--- config.mk ---
export PLATFORM = sky130hd
export DESIGN_NAME = fibonacci
export DESIGN_NICKNAME = d
export VERILOG_FILES = /design/src/rtl/fib_pkg.sv /design/src/rtl/fibonacci.sv
export SDC_FILE = /design/constraint.sdc
export NUM_CORES = 1
export LEC_CHECK = 0
export CORE_ASPECT_RATIO = 1.5
export CORE_MARGIN = 1
export CORE_UTILIZATION = 32
export DETAILED_ROUTE_END_ITERATION = 7
export GPL_TIMING_DRIVEN = 0
export REMOVE_ABC_BUFFERS = 1
export SETUP_SLACK_MARGIN = 0.02
export SYNTH_ARGS = -nofsm -noshare
export SYNTH_HDL_FRONTEND = slang
export SYNTH_SLANG_ARGS = --single-unit
export TNS_END_PERCENT = 5
--- constraint.sdc ---
create_clock -name clk -period 5.4 [get_ports clk]
set_input_delay 1.08 -clock clk [delete_from_list [all_inputs] [get_ports clk]]
set_output_delay 1.08 -clock clk [all_outputs]
set_load 0.05 [all_outputs]
--- src/rtl/fib_pkg.sv ---
// Shared types and constants for the iterative Fibonacci generator.
package fib_pkg;

    typedef enum logic {
        IDLE = 1'b0,
        RUN  = 1'b1
    } fib_state_t;

    // Largest index whose Fibonacci number fits in 32 unsigned bits.
    localparam int FIB_MAX_N32 = 47;

    localparam logic [63:0] FIB_SAT = '1;

endpackage

--- src/rtl/fibonacci.sv ---
// Iterative Fibonacci generator: one addition per clock, saturating result
// with an overflow flag for indices beyond MAX_N.
module fibonacci
    import fib_pkg::*;
#(
    parameter int WIDTH = 32,
    parameter int MAX_N = FIB_MAX_N32
) (
    input  logic             clk,
    input  logic             rst_n,
    input  logic             start,
    input  logic [WIDTH-1:0] n,
    output logic [WIDTH-1:0] fib,
    output logic             busy,
    output logic             done,
    output logic             overflow
);

    fib_state_t       state;
    fib_state_t       state_nxt;
    logic [WIDTH-1:0] n_q;
    logic [WIDTH-1:0] cnt;
    logic [WIDTH-1:0] a;
    // One spare bit: the final iteration for n = MAX_N leaves fib(MAX_N+1) here.
    logic [WIDTH:0]   b;

    logic accept;
    logic too_big;
    logic last;

    assign busy    = (state == RUN);
    assign accept  = (state == IDLE) && start;
    assign too_big = (n_q > WIDTH'(MAX_N));
    assign last    = (cnt == n_q);

    // NOTE: state registers use non-blocking assignments so every flop
    // samples the pre-edge values of its neighbours.
    always_ff @(posedge clk or negedge rst_n) begin
        if (!rst_n) begin
            state <= IDLE;
        end else begin
            state <= state_nxt;
        end
    end

    // NOTE: next state gets its default before the case, so no path leaves it
    // unassigned and no latch is inferred.
    always_comb begin
        state_nxt = state;
        case (state)
            IDLE: if (start) state_nxt = RUN;
            RUN:  if (too_big || last) state_nxt = IDLE;
            default: state_nxt = IDLE;
        endcase
    end

    always_ff @(posedge clk or negedge rst_n) begin
        if (!rst_n) begin
            n_q      <= '0;
            cnt      <= '0;
            a        <= '0;
            b        <= (WIDTH+1)'(1);
            fib      <= '0;
            done     <= 1'b0;
            overflow <= 1'b0;
        end else begin
            done <= 1'b0;
            if (accept) begin
                n_q <= n;
                a   <= '0;
                b   <= (WIDTH+1)'(1);
                cnt <= '0;
            end else if (state == RUN) begin
                if (too_big) begin
                    fib      <= WIDTH'(FIB_SAT);
                    overflow <= 1'b1;
                    done     <= 1'b1;
                end else if (last) begin
                    fib      <= a;
                    overflow <= 1'b0;
                    done     <= 1'b1;
                end else begin
                    // a never exceeds fib(MAX_N) when it is loaded, so the
                    // truncation drops only a zero bit.
                    a   <= b[WIDTH-1:0];
                    b   <= b + {1'b0, a};
                    cnt <= cnt + WIDTH'(1);
                end
            end
        end
    end

endmodule

==> flow_metrics.env <==
export IMPL_run_status="complete, no violations"
export IMPL_synth_cell_types=57
export IMPL_switching_share=0.229
export IMPL_max_freq_ghz=0.225
export IMPL_ios=70
export IMPL_fp_dieH_um=203
export IMPL_p_sw_mw=0.631
export IMPL_num_rows=73
export IMPL_final_nets=1101
export IMPL_cts_tree="yes"
export IMPL_antenna_found_initial=0
export IMPL_final_common_cell="nand2_1"
export IMPL_slew_headroom=0.248
export IMPL_die_w_um=136
export IMPL_dp_cells=1351
export IMPL_async_flop_share=1.00
export IMPL_p_comb_frac=0.067
export IMPL_path_class="reg -> reg"
export IMPL_finalHoldViolCount=0
export IMPL_cts_max_path_buffers=2
export IMPL_synth_main_ff_cell="dfrtp_1"
export IMPL_finClkSkew_ns=0.0128
export IMPL_final_cell_mix="nand2_1 (204), dfrtp_1 (162), nor2_1 (121)"
export IMPL_grt_max_degree=109
export IMPL_clkPwrFrac=0.464
export IMPL_gp_congestion=0.816
export IMPL_drtIter0Drc=354
export IMPL_drc=0
export IMPL_setup_violations=0
export IMPL_grt_pass1_vias=7000
export IMPL_end_kind="flip-flop"
export IMPL_grt_overflow=0
export IMPL_fin_area_um2=10400
export IMPL_crit_fanout=52
export IMPL_path_clk_slew_ns=0.07
export IMPL_cts_setup_buffers=0
export IMPL_cts_sinks=163
export IMPL_syn_area_um2=8650
export IMPL_max_cap_viol_count=0
export IMPL_ys_seq_elements=163
export IMPL_numCtsBuffers=17
export IMPL_dieArea_um2=27700
export IMPL_finalWirelength_um=20700
export IMPL_grt_util_all_layers=0.160
export IMPL_layout_drive_gt1_share=0.0536
export IMPL_ant_nets=0
export IMPL_syn_avg_cell_area_um2=8.73
export IMPL_start_kind="flip-flop"
export IMPL_cts_resized=0
export IMPL_synth_enable_flop_cells=0
export IMPL_slew_viol_final=0
export IMPL_clockRootBuffer="clkbuf_16"
export IMPL_postCtsHoldBufs=0
export IMPL_rsz0062_at_grt="no"
export IMPL_powerDensity_nw_per_um2=266
export IMPL_leakagePower_nw=4.60
export IMPL_dpl_hpwl_um=14200
export IMPL_power_frac_seq=0.470
export IMPL_via_per_inst=4.96
export IMPL_dr_pass1_iters=4
export IMPL_grt_first_pass_wirelength_um=35200
export IMPL_place_area_um2=9730
export IMPL_yosysSeqAreaShare=0.472
export IMPL_synthCells=990
export IMPL_period_share=0.823
export IMPL_core_area_um2=26500
export IMPL_wire_per_inst_um=15.0
export IMPL_num_vias=6850
export IMPL_fin_cells=1382
export IMPL_diodes=0
export IMPL_clk_latency_ns=0.43
export IMPL_cp_required_ns=5.69
export IMPL_nFillCells=2669
export IMPL_port_buffers=69
export IMPL_ys_warn_count=0
export IMPL_layout_min_cycle_time_ns=4.44
export IMPL_peakVddDrop_v=0.000188
export IMPL_initial_utilization=0.326
export IMPL_worstMarginPinSlew_ns=1.13
export IMPL_hp_class="reg -> reg"
export IMPL_h_tree_depth=4
export IMPL_cp_arrival_ns=4.73
export IMPL_areaGrowthSynthToFinish_pct=19.7
export IMPL_p_int_mw=2.13
worst max-delay path, stage by stage (launching register included):
cell and delay (ns):
dfrtp_1 0.42, nor4_1 0.35, and4_1 0.32, nand4_2 0.86, clkinv_1 0.37, nand3_4 0.38, buf_12 0.35, nor3_2 0.77
nand4_1 0.20, xor2_1 0.18, nor2_1 0.05
routing by layer:
| layer | global-route usage | part of all wire | up-vias |
|---|---|---|---|
| li1 | - | - | 3434 |
| met4 | 0.0663 | 0.024 | 0 |
| met2 | 0.280 | 0.52 | 84 |
| met1 | 0.189 | 0.43 | 3300 |
| met3 | 0.0308 | 0.030 | 32 |
| met5 | 0 | 0 | - |
logic make-up (layout without fill, tap and decap cells):
kind of cell	after synthesis	count (layout)	synth area share
compound gates	158	158	0.112
xor+xnor	88	88	0.0891
fa+ha+maj	33	33	0.0486
buf+inv	66	121	0.0298
flops	163	163	0.472
mux	2	2	0.00232
simple gates	480	480	0.246
cell usage after synthesis (all sizes together) (2+ instances only):
| library cell | instances | area [um2] |
|---|---|---|
| o21bai | 6 | 45.0 |
| nand2 | 205 | 772 |
| and4 | 6 | 52.6 |
| and3 | 10 | 62.6 |
| a2111oi | 2 | 17.5 |
| o31a | 3 | 26.3 |
| o21a | 3 | 22.5 |
| clkbuf | 38 | 143 |
| a21o | 11 | 83.8 |
| xor2 | 26 | 228 |
| nor2b | 5 | 38.8 |
| a21oi | 66 | 330 |
| nor2 | 121 | 454 |
| nor3 | 17 | 90.1 |
| nor3b | 3 | 22.5 |
| inv | 14 | 52.6 |
| mux2i | 2 | 20.0 |
| o31ai | 4 | 30.0 |
| a311oi | 2 | 35.0 |
| ha | 32 | 400 |
| a211oi | 6 | 45.0 |
| buf | 13 | 58.8 |
| or2 | 3 | 18.8 |
| o211ai | 4 | 48.8 |
| xnor2 | 62 | 543 |
| nand4 | 21 | 138 |
| a31oi | 2 | 12.5 |
| nor4 | 9 | 56.3 |
| dfrtp | 162 | 4050 |
| o21ai | 42 | 210 |
| nand3 | 75 | 380 |
flip-flops by register name, summed over array words and instances (netlist names):
register and count:
a 32, b 32, cnt 32, fib 32, n_q 32, busy 1, done 1, overflow 1
through the flow:
stage                     setup WS, ns  hold WS (ns)  utilization  power (mW)  TNS [ns]
after floorplan                  0.967         0.465            -        1.40         0
after global placement           -3.71         0.479        0.361        1.49   -631.95
after detailed placement         0.864         0.493        0.367        1.50         0
after CTS                        0.853         0.503        0.391        2.79         0
after global routing             0.539         0.524        0.391        2.86         0
final                            0.956         0.498        0.391        2.76         0
path summary, 6_finish.rpt:
| check | start | end | slack (ns) | cells past startpoint |
|---|---|---|---|---|
| worst max-delay path | n_q[20]$_DFFE_PN0P_ | cnt[31]$_DFFE_PN0P_ | 0.96 | 10 |
| worst min-delay path | b[0]$_DFFE_PN1P_ | a[0]$_DFFE_PN0P_ | 0.50 | 2 |
| worst max register to register | n_q[20]$_DFFE_PN0P_ | cnt[31]$_DFFE_PN0P_ | 0.96 | 10 |
| worst min register to register | b[0]$_DFFE_PN1P_ | a[0]$_DFFE_PN0P_ | 0.50 | 2 |
| max in group asynchronous | rst_n | a[3]$_DFFE_PN0P_ | 3.92 | 2 |
| min in group asynchronous | rst_n | fib[21]$_DFFE_PN0P_ | 0.58 | 1 |
power groups by stage:
| stage | combinational [mW] | clock (mW) | sequential, mW |
|---|---|---|---|
| 2_1_floorplan | 0.0868 | 0 | 1.31 |
| 3_3_place_gp | 0.177 | 0 | 1.32 |
| 3_5_place_dp | 0.188 | 0 | 1.32 |
| 4_1_cts | 0.189 | 1.31 | 1.30 |
| 5_1_grt | 0.207 | 1.35 | 1.30 |
| 6_report | 0.184 | 1.28 | 1.29 |
area by class of cell:
| class | count | area (um2) | share of cell area |
|---|---|---|---|
| Sequential cell | 163 | 4080 | 0.394 |
| Multi-Input combinational cell | 761 | 4340 | 0.420 |
| Timing Repair Buffer | 75 | 831 | 0.0803 |
| Tap cell | 337 | 422 | 0.0407 |
| Clock inverter | 9 | 154 | 0.0149 |
| Clock buffer | 22 | 464 | 0.0448 |
| Inverter | 15 | 56.3 | 0.00544 |
Power figures use the tool's default switching activity.
